File: src/rtl/sr04_scan_scheduler.sv
// Round-robin HC-SR04 scan controller. It fires one sensor per shot, times the echo of the
// selected sensor, and publishes a result strobe plus a per-sensor "near" flag.
module sr04_scan_scheduler #(
    parameter int N_SENSORS    = 4,
    parameter int TRIG_CYCLES  = 500,
    parameter int ECHO_TIMEOUT = 1500000,
    parameter int GUARD_CYCLES = 500000,
    parameter int CNT_W        = 24
) (
    input  logic                 clk,
    input  logic                 reset,
    input  logic                 enable,
    input  logic [CNT_W-1:0]     near_thresh,
    input  logic [N_SENSORS-1:0] echo,
    output logic [N_SENSORS-1:0] trig,
    output logic                 dist_valid,
    output logic [2:0]           dist_idx,
    output logic [CNT_W-1:0]     dist_width,
    output logic                 dist_timeout,
    output logic [N_SENSORS-1:0] near_flags,
    output logic                 busy
);

    localparam int SEL_W  = $clog2(N_SENSORS);
    localparam int MAX_TE = (TRIG_CYCLES > ECHO_TIMEOUT) ? TRIG_CYCLES : ECHO_TIMEOUT;
    localparam int MAX_T  = (MAX_TE > GUARD_CYCLES) ? MAX_TE : GUARD_CYCLES;
    localparam int TMR_W  = $clog2(MAX_T + 1);

    localparam logic [TMR_W-1:0]     TRIG_END  = TMR_W'(TRIG_CYCLES);
    localparam logic [TMR_W-1:0]     WAIT_END  = TMR_W'(ECHO_TIMEOUT - 1);
    localparam logic [TMR_W-1:0]     GUARD_END = TMR_W'(GUARD_CYCLES - 1);
    localparam logic [CNT_W-1:0]     WIDTH_END = CNT_W'(ECHO_TIMEOUT - 1);
    localparam logic [SEL_W-1:0]     SEL_LAST  = SEL_W'(N_SENSORS - 1);
    localparam logic [N_SENSORS-1:0] ONE_HOT   = N_SENSORS'(1);

    typedef enum logic [2:0] {S_IDLE, S_TRIG, S_WAIT_RISE, S_MEASURE, S_GUARD} state_t;

    state_t               state;
    logic [SEL_W-1:0]     sel;
    logic [TMR_W-1:0]     cnt;
    logic [CNT_W-1:0]     width;
    logic [N_SENSORS-1:0] sync1, sync2;
    logic                 echo_s, echo_prev, rise;
    logic                 report, report_tmo;

    function automatic logic [CNT_W-1:0] sat_width(input logic tmo, input logic [CNT_W-1:0] w);
        return tmo ? {CNT_W{1'b1}} : w;
    endfunction

    function automatic logic is_near(input logic tmo, input logic [CNT_W-1:0] w,
                                     input logic [CNT_W-1:0] thr);
        return !tmo && (w < thr);
    endfunction

    // Echo lines are asynchronous; only the selected sensor's synchronized bit is observed.
    always_ff @(posedge clk) begin
        sync1     <= echo;
        sync2     <= sync1;
        echo_prev <= echo_s;
    end

    assign echo_s = sync2[sel];
    assign rise   = echo_s && !echo_prev;
    assign busy   = (state != S_IDLE);

    always_comb begin
        report     = 1'b0;
        report_tmo = 1'b0;
        case (state)
            S_WAIT_RISE: begin
                if (!rise && cnt == WAIT_END) begin
                    report     = 1'b1;
                    report_tmo = 1'b1;
                end
            end
            S_MEASURE: begin
                if (!echo_s) begin
                    report = 1'b1;
                end else if (width == WIDTH_END) begin
                    report     = 1'b1;
                    report_tmo = 1'b1;
                end
            end
            default: begin
                report     = 1'b0;
                report_tmo = 1'b0;
            end
        endcase
    end

    always_ff @(posedge clk) begin
        if (reset) begin
            state        <= S_IDLE;
            sel          <= '0;
            cnt          <= '0;
            width        <= '0;
            trig         <= '0;
            dist_valid   <= 1'b0;
            dist_idx     <= '0;
            dist_width   <= '0;
            dist_timeout <= 1'b0;
            near_flags   <= '0;
        end else begin
            dist_valid <= 1'b0;
            if (report) begin
                dist_valid      <= 1'b1;
                dist_idx        <= 3'(sel);
                dist_width      <= sat_width(report_tmo, width);
                dist_timeout    <= report_tmo;
                near_flags[sel] <= is_near(report_tmo, width, near_thresh);
            end
            case (state)
                S_IDLE: begin
                    trig <= '0;
                    if (enable) begin
                        state <= S_TRIG;
                        cnt   <= '0;
                    end
                end
                S_TRIG: begin
                    // Pulse rises on the first TRIG cycle and drops after TRIG_CYCLES cycles.
                    if (cnt == TRIG_END) begin
                        trig  <= '0;
                        cnt   <= '0;
                        state <= S_WAIT_RISE;
                    end else begin
                        trig <= ONE_HOT << sel;
                        cnt  <= cnt + 1'b1;
                    end
                end
                S_WAIT_RISE: begin
                    if (rise) begin
                        width <= '0;
                        state <= S_MEASURE;
                    end else if (report) begin
                        cnt   <= '0;
                        state <= S_GUARD;
                    end else begin
                        cnt <= cnt + 1'b1;
                    end
                end
                S_MEASURE: begin
                    if (report) begin
                        cnt   <= '0;
                        state <= S_GUARD;
                    end else begin
                        width <= width + 1'b1;
                    end
                end
                S_GUARD: begin
                    if (cnt == GUARD_END) begin
                        cnt   <= '0;
                        sel   <= (sel == SEL_LAST) ? '0 : sel + 1'b1;
                        state <= enable ? S_TRIG : S_IDLE;
                    end else begin
                        cnt <= cnt + 1'b1;
                    end
                end
                default: state <= S_IDLE;
            endcase
        end
    end

endmodule

File: config.mk
export PLATFORM = sky130hd
export DESIGN_NAME = sr04_scan_scheduler
export DESIGN_NICKNAME = d
export VERILOG_FILES = /design/src/rtl/sr04_scan_scheduler.sv
export SDC_FILE = /design/constraint.sdc
export NUM_CORES = 1
export LEC_CHECK = 0
export CAP_MARGIN = 20
export CORE_ASPECT_RATIO = 0.5
export CORE_MARGIN = 2
export CORE_UTILIZATION = 30
export CTS_BUF_LIST = sky130_fd_sc_hd__clkbuf_8
export CTS_CLUSTER_DIAMETER = 120
export DETAILED_ROUTE_END_ITERATION = 12
export DONT_BUFFER_PORTS = 1
export GPL_TIMING_DRIVEN = 0
export PLACE_DENSITY = 0.49
export SLEW_MARGIN = 20
export SYNTH_ARGS = -nofsm -noshare
export SYNTH_HDL_FRONTEND = slang
export SYNTH_SLANG_ARGS = --single-unit
File: constraint.sdc
create_clock -name clk -period 2.9 [get_ports clk]
set_input_delay 0.29 -clock clk [delete_from_list [all_inputs] [get_ports clk]]
set_output_delay 0.29 -clock clk [all_outputs]
set_load 0.02 [all_outputs]
# == Word level (Yosys, flattened, before mapping) ==
# Index checks and enable logic that the tools add are counted.
# classes
muxes,33
n_reduce_logical,16
n_eq_ne,16
addsub,3
bitwise_logic,0
mul,0
shift,1
div_mod_pow,0
magnitude_cmp,3
# op_table
cell,n
21-bit two-way mux,6
21-bit one-hot mux with 5 select lines,1
24-bit two-way mux,3
24-bit one-hot mux with 2 select lines,1
"24-bit by 1-bit adder with 24-bit output, second input constant",1
"24-bit by 21-bit equality test with 1-bit output, second input constant",1
24-bit < comparator,1
"21-bit by 1-bit adder with 21-bit output, second input constant",1
"21-bit by 19-bit equality test with 1-bit output, second input constant",1
"21-bit equality test, second input constant",1
"21-bit by 9-bit equality test with 1-bit output, second input constant",1
3-bit two-way mux,5
3-bit one-hot mux with 5 select lines,1
"2-bit inequality test, second input constant",7
1-bit two-way mux,8
4-bit one-hot mux with 2 select lines,1
"3-bit by 2-bit equality test with 1-bit output, second input constant",2
3-bit AND reduction,2
5-bit nonzero test,1
4-bit bitwise mux,1
1-bit logical AND,4
4-bit two-way mux,1
1-bit one-hot mux with 2 select lines,2
4-bit AND reduction,1
15 further kinds,18
# word_totals
in_bits,31
ram_bits,0
output_inout_bits,38
romBits,0
latch_bits,0
n_memories,0
register_bits,95

# == Longest topological paths before layout ==
# Gate-level depths: netlist (run 1).
# depth
word_depth,10
mapped_depth,10

# == Least setup slack after synthesis (run 1) ==
# OpenSTA, ideal clock, no wires.
# synth_path
path_type,reg2reg
startpoint,reg sel[0]
endpoint,reg cnt[12]
required_ns,2.834
period_less_slack_ns,2.191
setup_slack_ns,0.709
path_buffers,2
arrival_time_ns,2.125
path_stages_with_launch,9
setup_ns,0.066
path_cell_list,dfxtp_1 > mux4_2 > and3_1 > buf_6 > clkinv_2 > o21ai_2 > buf_6 > or4_4 > a21oi_2
# synth_via
elab_chain_cells,10
word_cells_on_any_way,14
classes_between,eq/ne (2); mux (8); reduce/logical (4)
# synth_lines
item,line,text
start: declaration,39,logic [SEL_W-1:0] sel;
start signal: assignment,153,sel <= (sel == SEL_LAST) ? '0 : sel + 1'b1;
1-bit binary-select mux with 2-bit select (*),62,assign echo_s = sync2[sel];
1-bit two-way mux (implied by the code) (*),62,
named net echo_s,43,"logic echo_s, echo_prev, rise;"
1-bit logical AND,63,assign rise = echo_s && !echo_prev;
1-bit logical NOT,71,if (!rise && cnt == WAIT_END) begin
1-bit logical AND,71,
1-bit two-way mux,71,
1-bit one-hot mux with 2 select lines,69,case (state)
21-bit two-way mux,135,end else if (report) begin
21-bit two-way mux,132,if (rise) begin
21-bit one-hot mux with 5 select lines,112,case (state)
end signal: assignment,128,cnt <= cnt + 1'b1;
end signal: assignment,139,cnt <= cnt + 1'b1;
end signal: assignment,156,cnt <= cnt + 1'b1;
end: declaration,40,logic [TMR_W-1:0] cnt;
# The timed path passes the listed nets; every way through them passes the cells marked *. The select of a mux whose other input is x is not followed.
# A chain may end at the register's enable or synchronous reset.

# == Worst setup path after layout (run 1) ==
# layout_path
startpoint,reg sel[0]
endpoint,reg near_flags[2]
# layout_via
elab_chain_cells,10
word_cells_on_any_way,18
classes_between,order compare (2); mux (10); reduce/logical (6)
# layout_lines
item,line,text
1-bit binary-select mux with 2-bit select (*),62,
1-bit two-way mux (implied by the code) (*),62,
named net echo_s,43,
1-bit logical AND,63,
1-bit logical NOT,71,
1-bit logical AND,71,
1-bit two-way mux,71,
1-bit one-hot mux with 2 select lines,69,
1-bit logical NOT,52,return !tmo && (w < thr);
1-bit logical AND,52,
4-bit bitwise mux,110,"near_flags[sel] <= is_near(report_tmo, width, near_thresh);"
end signal: indexed assignment,110,
end: declaration,20,"output logic [N_SENSORS-1:0] near_flags,"
# Marks and branches as above.

==> run metrics, run 1 <==
dpl cells 743; vias per cell 5.27; Final WS setup 240 ps; slowest stage cell, crit path mux4_2; Skew-Pair Late Insertion Delay 370 ps; FMAX 376 MHz; Final Critical Period 2660 ps; vias in the first global route 3980; max incr delay on CP 620 ps; drt initial violations 315; post-route ant nets 0; number of diodes 0; drc violations 0; share of flip-flops with an asynchronous set or reset 0; minimum hold slack 219 ps; H-tree levels 3; Placement Setup Slack 11.1 ps; Final Hold Vio Count 0; Synth Warn # 0; status finished clean; crit path cell chain mux4_2 > or2_1 > buf_2 > a211oi_2 > nand2_1 > o31ai_2 > a32o_1; Arr. time, crit path 2980 ps; number of synthesized flops with an enable pin 0; clk sink count 95; WL/cell 16.3 um; core area 15600 um^2; CP delay by family, top compound AO/OA/AOI/OAI gates; Slew Limit Fails 0; Root Buffer clkbuf_8; TritonRoute pass-1 iters 4; layout cells sized above 1 0.135; CP Launch Type flop; Synth Register Bits 95; DIE HEIGHT 93.7 um; Finished Cell Area 5400 um^2; Worst setup EP type flop; Worst slew margin 0.543; crit-path max FO 9; HP Class in2reg; drt total wl 12500 um; DPL Wire Length 9150 um; GRT Overall Usage 0.155; final setup vio count 0; Yosys cell types 64; area grow syn2layout 11.9%; chip width 183 um; Seq/Total Area, Yosys 0.394; row count 32; Lkg Pwr 1.98 nW; max cap viols 0; Worst Tran Pin Value 669 ps; die area 17200 um^2; clock slew at reported path FFs 100 ps; PortBufs 0; Power, Total 2.51 mW; Post-Layout Cell Count 768; largest net degree at the start of global routing 19; WP buf/inv 1; fin crit share 0.917; clock buffer depth 2; nets 620; GRT overflow 0; Post-synth top flop dfxtp_1; vias after detailed routing 4045; Synth Instances 539; antenna violations before repair 0; io pins 69; skew final 7.73 ps; Placed Area 5080 um^2; Mapped Nets 600; PwrDens 465 nW/um^2; Initial Utilization 0.310; synthesized cell area 4830 um^2; RSZ-0062 raised after global routing no; WS Path Type reg2reg; Avg Cell Area, Syn 8.95 um^2; Max VDD drop 200 uV; CTS tree done; gpl congestion 0.756; global-route wire length before repair 21100 um; Required @ worst endpoint 3220 ps; Num CTS Buffers 9
[report_power, final]
part,internal (mW),switching (mW)
clock,0.420,0.521
sequential,1.33,0.0234
combinational,0.0752,0.145
total,1.82,0.689
[Yosys cell counts, types with 3 or more instances]
library cell	instances	area, um^2
mux2i_1	3	30.0
nand4b_1	3	26.3
buf_2	8	40.0
o31ai_1	9	67.6
nor3_1	5	25.0
dfxtp_1	95	1900
xor2_1	3	26.3
a22oi_1	4	30.0
clkbuf_1	13	48.8
nand2_1	40	150
and3_1	7	43.8
nand2b_1	4	25.0
and4_1	4	35.0
nor4_1	5	31.3
ha_1	30	375
a21o_1	5	37.5
and2_1	4	25.0
nand4_1	17	106
a2111oi_0	6	52.6
a21oi_1	41	205
a31oi_1	5	31.3
a211oi_1	5	37.5
o21ai_0	26	130
xnor2_1	9	78.8
a32o_1	4	40.0
o221a_2	24	270
or4_1	6	45.0
or3_1	20	125
nand3_1	18	90.1
nor2_1	31	116
inv_1	38	143
[per-stage QoR]
stage / util / setup TNS, ps
3_3_place_gp: 0.326 / -68.0
3_5_place_dp: 0.326 / 0
5_1_grt: 0.347 / 0
2_1_floorplan: - / 0
4_1_cts: 0.343 / 0
6_report: 0.347 / 0
[tightest hold or removal path, cell delays in order]
cell     delay [ps]
inv_1            80
o21ai_4         130
a21oi_2          40
[layer usage]
metal	share of wire	wire (um)	vias to the layer above	global-route usage
met3	0.031	392	4	0.0333
met2	0.46	5780	43	0.250
met4	0.0058	73	0	0.0387
met5	0	0	-	0
li1	-	-	2049	-
met1	0.50	6280	1949	0.212
[cells in the final DEF (no fill, tap or decap), types with 3 or more instances in the layout]
| cell type | count |
|---|---|
| nand4b_1 | 3 |
| inv_1 | 38 |
| nor4_1 | 5 |
| or4_1 | 6 |
| buf_2 | 8 |
| or3_1 | 20 |
| dlygate4sd3_1 | 4 |
| clkbuf_1 | 13 |
| buf_4 | 7 |
| a32o_1 | 4 |
| dfxtp_1 | 95 |
| ha_1 | 30 |
| and3_1 | 7 |
| a22oi_1 | 4 |
| o31ai_1 | 9 |
| mux2i_1 | 3 |
| a31oi_1 | 5 |
| nor3_1 | 5 |
| and4_1 | 4 |
| a21o_1 | 5 |
| o21ai_0 | 26 |
| nand2_1 | 40 |
| nand2b_1 | 4 |
| clkbuf_8 | 9 |
| a2111oi_0 | 6 |
| a21oi_2 | 3 |
| nand4_1 | 17 |
| inv_6 | 3 |
| xor2_1 | 3 |
| nor2_1 | 31 |
| a21oi_1 | 40 |
| and2_1 | 4 |
| nand3_1 | 18 |
| o221a_2 | 24 |
| xnor2_1 | 9 |
| a211oi_1 | 5 |
[kinds of logic after synthesis]
family          synth area share
compound gates             0.221
xor+xnor                  0.0218
fa+ha+maj                 0.0778
buf+inv                   0.0576
flops                      0.394
mux                       0.0132
other cells             0.000777
simple gates               0.214
[path summary, 6_finish.rpt]
| path | from | endpoint | slack [ps] | depth (start not counted) |
|---|---|---|---|---|
| max | sel[0] | near_flags[2] | 240 | 7 |
| min | reset | cnt[12] | 220 | 3 |
| max reg2reg | sel[0] | near_flags[2] | 240 | 7 |
| min reg2reg | sync1[3] | sync2[3] | 340 | 0 |
[timing repair]
item / 4_1_cts / 5_1_grt
setup endpoints to repair: 4 / 36
endpoints found under the hold margin: 4 / 0
setup buffers: 0 / 5
pin swaps: 0 / 3
gates resized for setup: 1 / 3
hold buffers: 4 / 0
gates cloned: 0 / 0
[area by class of cell]
class	count	area, um^2
sequential	95	1900
timing repair buffer	9	77.6
clock buffer	9	124
multi-input combinational	379	2680
fill	1580	10200
clock inverter	7	86.3
tap	204	255
inverter	39	148
buffer	26	130
[flip-flops by register name (all words and copies together) (netlist names), 3 cells and up]
| register | flops |
|---|---|
| state | 3 |
| sync1 | 4 |
| width | 24 |
| dist_width | 24 |
| cnt | 21 |
| sync2 | 4 |
| near_flags | 4 |
| trig | 4 |
(Power assumes the default switching activity.)
==> run 2, diff against run 1 <==
- CTS_BUF_LIST: sky130_fd_sc_hd__clkbuf_8 -> sky130_fd_sc_hd__clkbuf_16
- SLEW_MARGIN: 20 -> default
- clock period: 2.9 -> 2.64 ns (I/O delays scaled with it)
==> run metrics, run 2 (synthesis gave the netlist of run 1 again) <==
Arr. time, crit path 2760 ps (-220 ps); max cap viols 0 (unchanged); WS Path Type reg2reg; core area 15600 um^2 (unchanged); WL/cell 16.4 um (+0.51%); WP buf/inv 1 (unchanged); max incr delay on CP 490 ps (-130 ps); Worst Tran Pin Value 590 ps (-78.2 ps); Skew-Pair Late Insertion Delay 350 ps (-20 ps); fin crit share 0.952 (+0.0350); crit-path max FO 6 (-3); drt total wl 12700 um (+1.2%); GRT Overall Usage 0.158 (+0.00246); CP delay by family, top simple AND/OR/NAND/NOR gates; drc violations 0 (unchanged); Multi-input gate area 2740 um^2 (+2.2%); leading cell type in the layout, fill and taps excluded dfxtp_1; Post-Layout Cell Count 773 (+0.65%); DPL Wire Length 9150 um (unchanged); PortBufs 0 (unchanged); DIE HEIGHT 93.7 um (unchanged); Power, Total 3.12 mW (+24%); Root Buffer clkbuf_16; row count 32 (unchanged); TritonRoute pass-1 iters 6 (+2); largest net degree at the start of global routing 19 (unchanged); vias after detailed routing 4141 (+2.4%); vias in the first global route 4044 (+1.6%); CP Launch Type flop; clk sink count 95 (unchanged); Finished Cell Area 5610 um^2 (+3.8%); number of diodes 0 (unchanged); dpl cells 743 (unchanged); fin util 0.360 (+0.0133); Placement Setup Slack -249 ps (-260 ps); Lkg Pwr 2.07 nW (+4.4%); Worst slew margin 0.603 (+0.0606); Slew Limit Fails 0 (unchanged); slowest stage cell, crit path a2111oi_1; biggest regs dist_width x24, width x24, cnt x21; CTS tree done; GRT overflow 0 (unchanged); Placed Area 5080 um^2 (unchanged); status finished clean; final setup vio count 0 (unchanged); Num CTS Buffers 9 (unchanged); Final WS setup 126 ps (-114 ps); global-route wire length before repair 21300 um (+1.2%); Initial Utilization 0.310 (unchanged); Reg area 1900 um^2 (about the same); antenna violations before repair 0 (unchanged); clock buffer depth 2 (unchanged); chip width 183 um (unchanged); PwrDens 556 nW/um^2 (+20%); vias per cell 5.36 (+1.7%); skew final 7.45 ps (-0.284 ps); die area 17200 um^2 (unchanged); crit path cell chain ha_1 > nand3b_1 > nor4_2 > nand4_1 > buf_4 > a2111oi_1 > xnor2_1 > nor2_1; HP Class in2reg; WP depth 8 (+1); post-route ant nets 0 (unchanged); clock slew at reported path FFs 70 ps (-30 ps); drt initial violations 313 (-0.63%); nets 625 (+0.81%); Final Critical Period 2510 ps (-146 ps); gpl congestion 0.756 (unchanged); FMAX 398 MHz (+5.8%); area grow syn2layout 16.2%; most frequent cells in the layout dfxtp_1 (94), nand2_1 (40), a21oi_1 (40); Hold Path Depth 4 (+1); io pins 69 (unchanged); layout cells sized above 1 0.155 (+0.0199); fillcell total 1569 (-0.70%); H-tree levels 3 (unchanged); Required @ worst endpoint 2890 ps (-330 ps); Final Hold Vio Count 0 (unchanged); R2R cell count 8 (+1); Max VDD drop 278 uV (+39%); Worst setup EP type flop
==> run 2: timing repair <==
item,4_1_cts,5_1_grt
gates resized for setup,5,19
setup endpoints to repair,44,53
hold buffers,4,0
setup buffers,3,7
endpoints found under the hold margin,4,0
pin swaps,2,4
==> run 2: final timing paths <==
kind / startpoint / endpoint / slack [ps]
max: width[0] / cnt[9] / 130
min: enable / state[0] / 210
max reg2reg: width[0] / cnt[9] / 130
min reg2reg: sync1[3] / sync2[3] / 330
==> run 2: per-stage QoR <==
step,hold WS (ps),setup TNS [ps]
floorplan,292,0
global placement,292,-3610
detailed placement,292,-3800
CTS,216,0
global route,234,-25.3
finish,214,0
==> run 2: area by class of cell <==
type	instances	area share
Multi-Input combinational cell	379	0.488
Sequential cell	95	0.340
Tap cell	204	0.0455
Clock buffer	9	0.0402
Inverter	39	0.0263
Buffer	26	0.0246
Timing Repair Buffer	14	0.0205
Clock inverter	7	0.0154
==> run 2: power breakdown <==
group          total, mW  leakage (nW)  internal [mW]  switching [mW]
Sequential          1.48         0.770           1.46          0.0258
Clock               1.38         0.151          0.758           0.617
Combinational      0.263          1.15         0.0977           0.165
Total               3.12          2.07           2.31           0.808
==> run 2: worst register-to-register path: cells and delay by family, from the launching register on <==
family                   cells  cell delay, ps
adder cells (fa/ha/maj)      1             270
AO/OA/AOI/OAI                1             490
XOR/XNOR                     1             170
flip-flops                   1             440
buffers and inverters        1             250
AND/OR/NAND/NOR              4             790
==> run 2: routing by layer <==
layer,vias up,global-route usage,wire length (um),share of wire
li1,2066,-,-,-
met1,1986,0.213,6210,0.49
met2,78,0.254,5800,0.46
met5,-,0,0,0
met4,0,0.0427,139,0.011
met3,11,0.0357,521,0.041
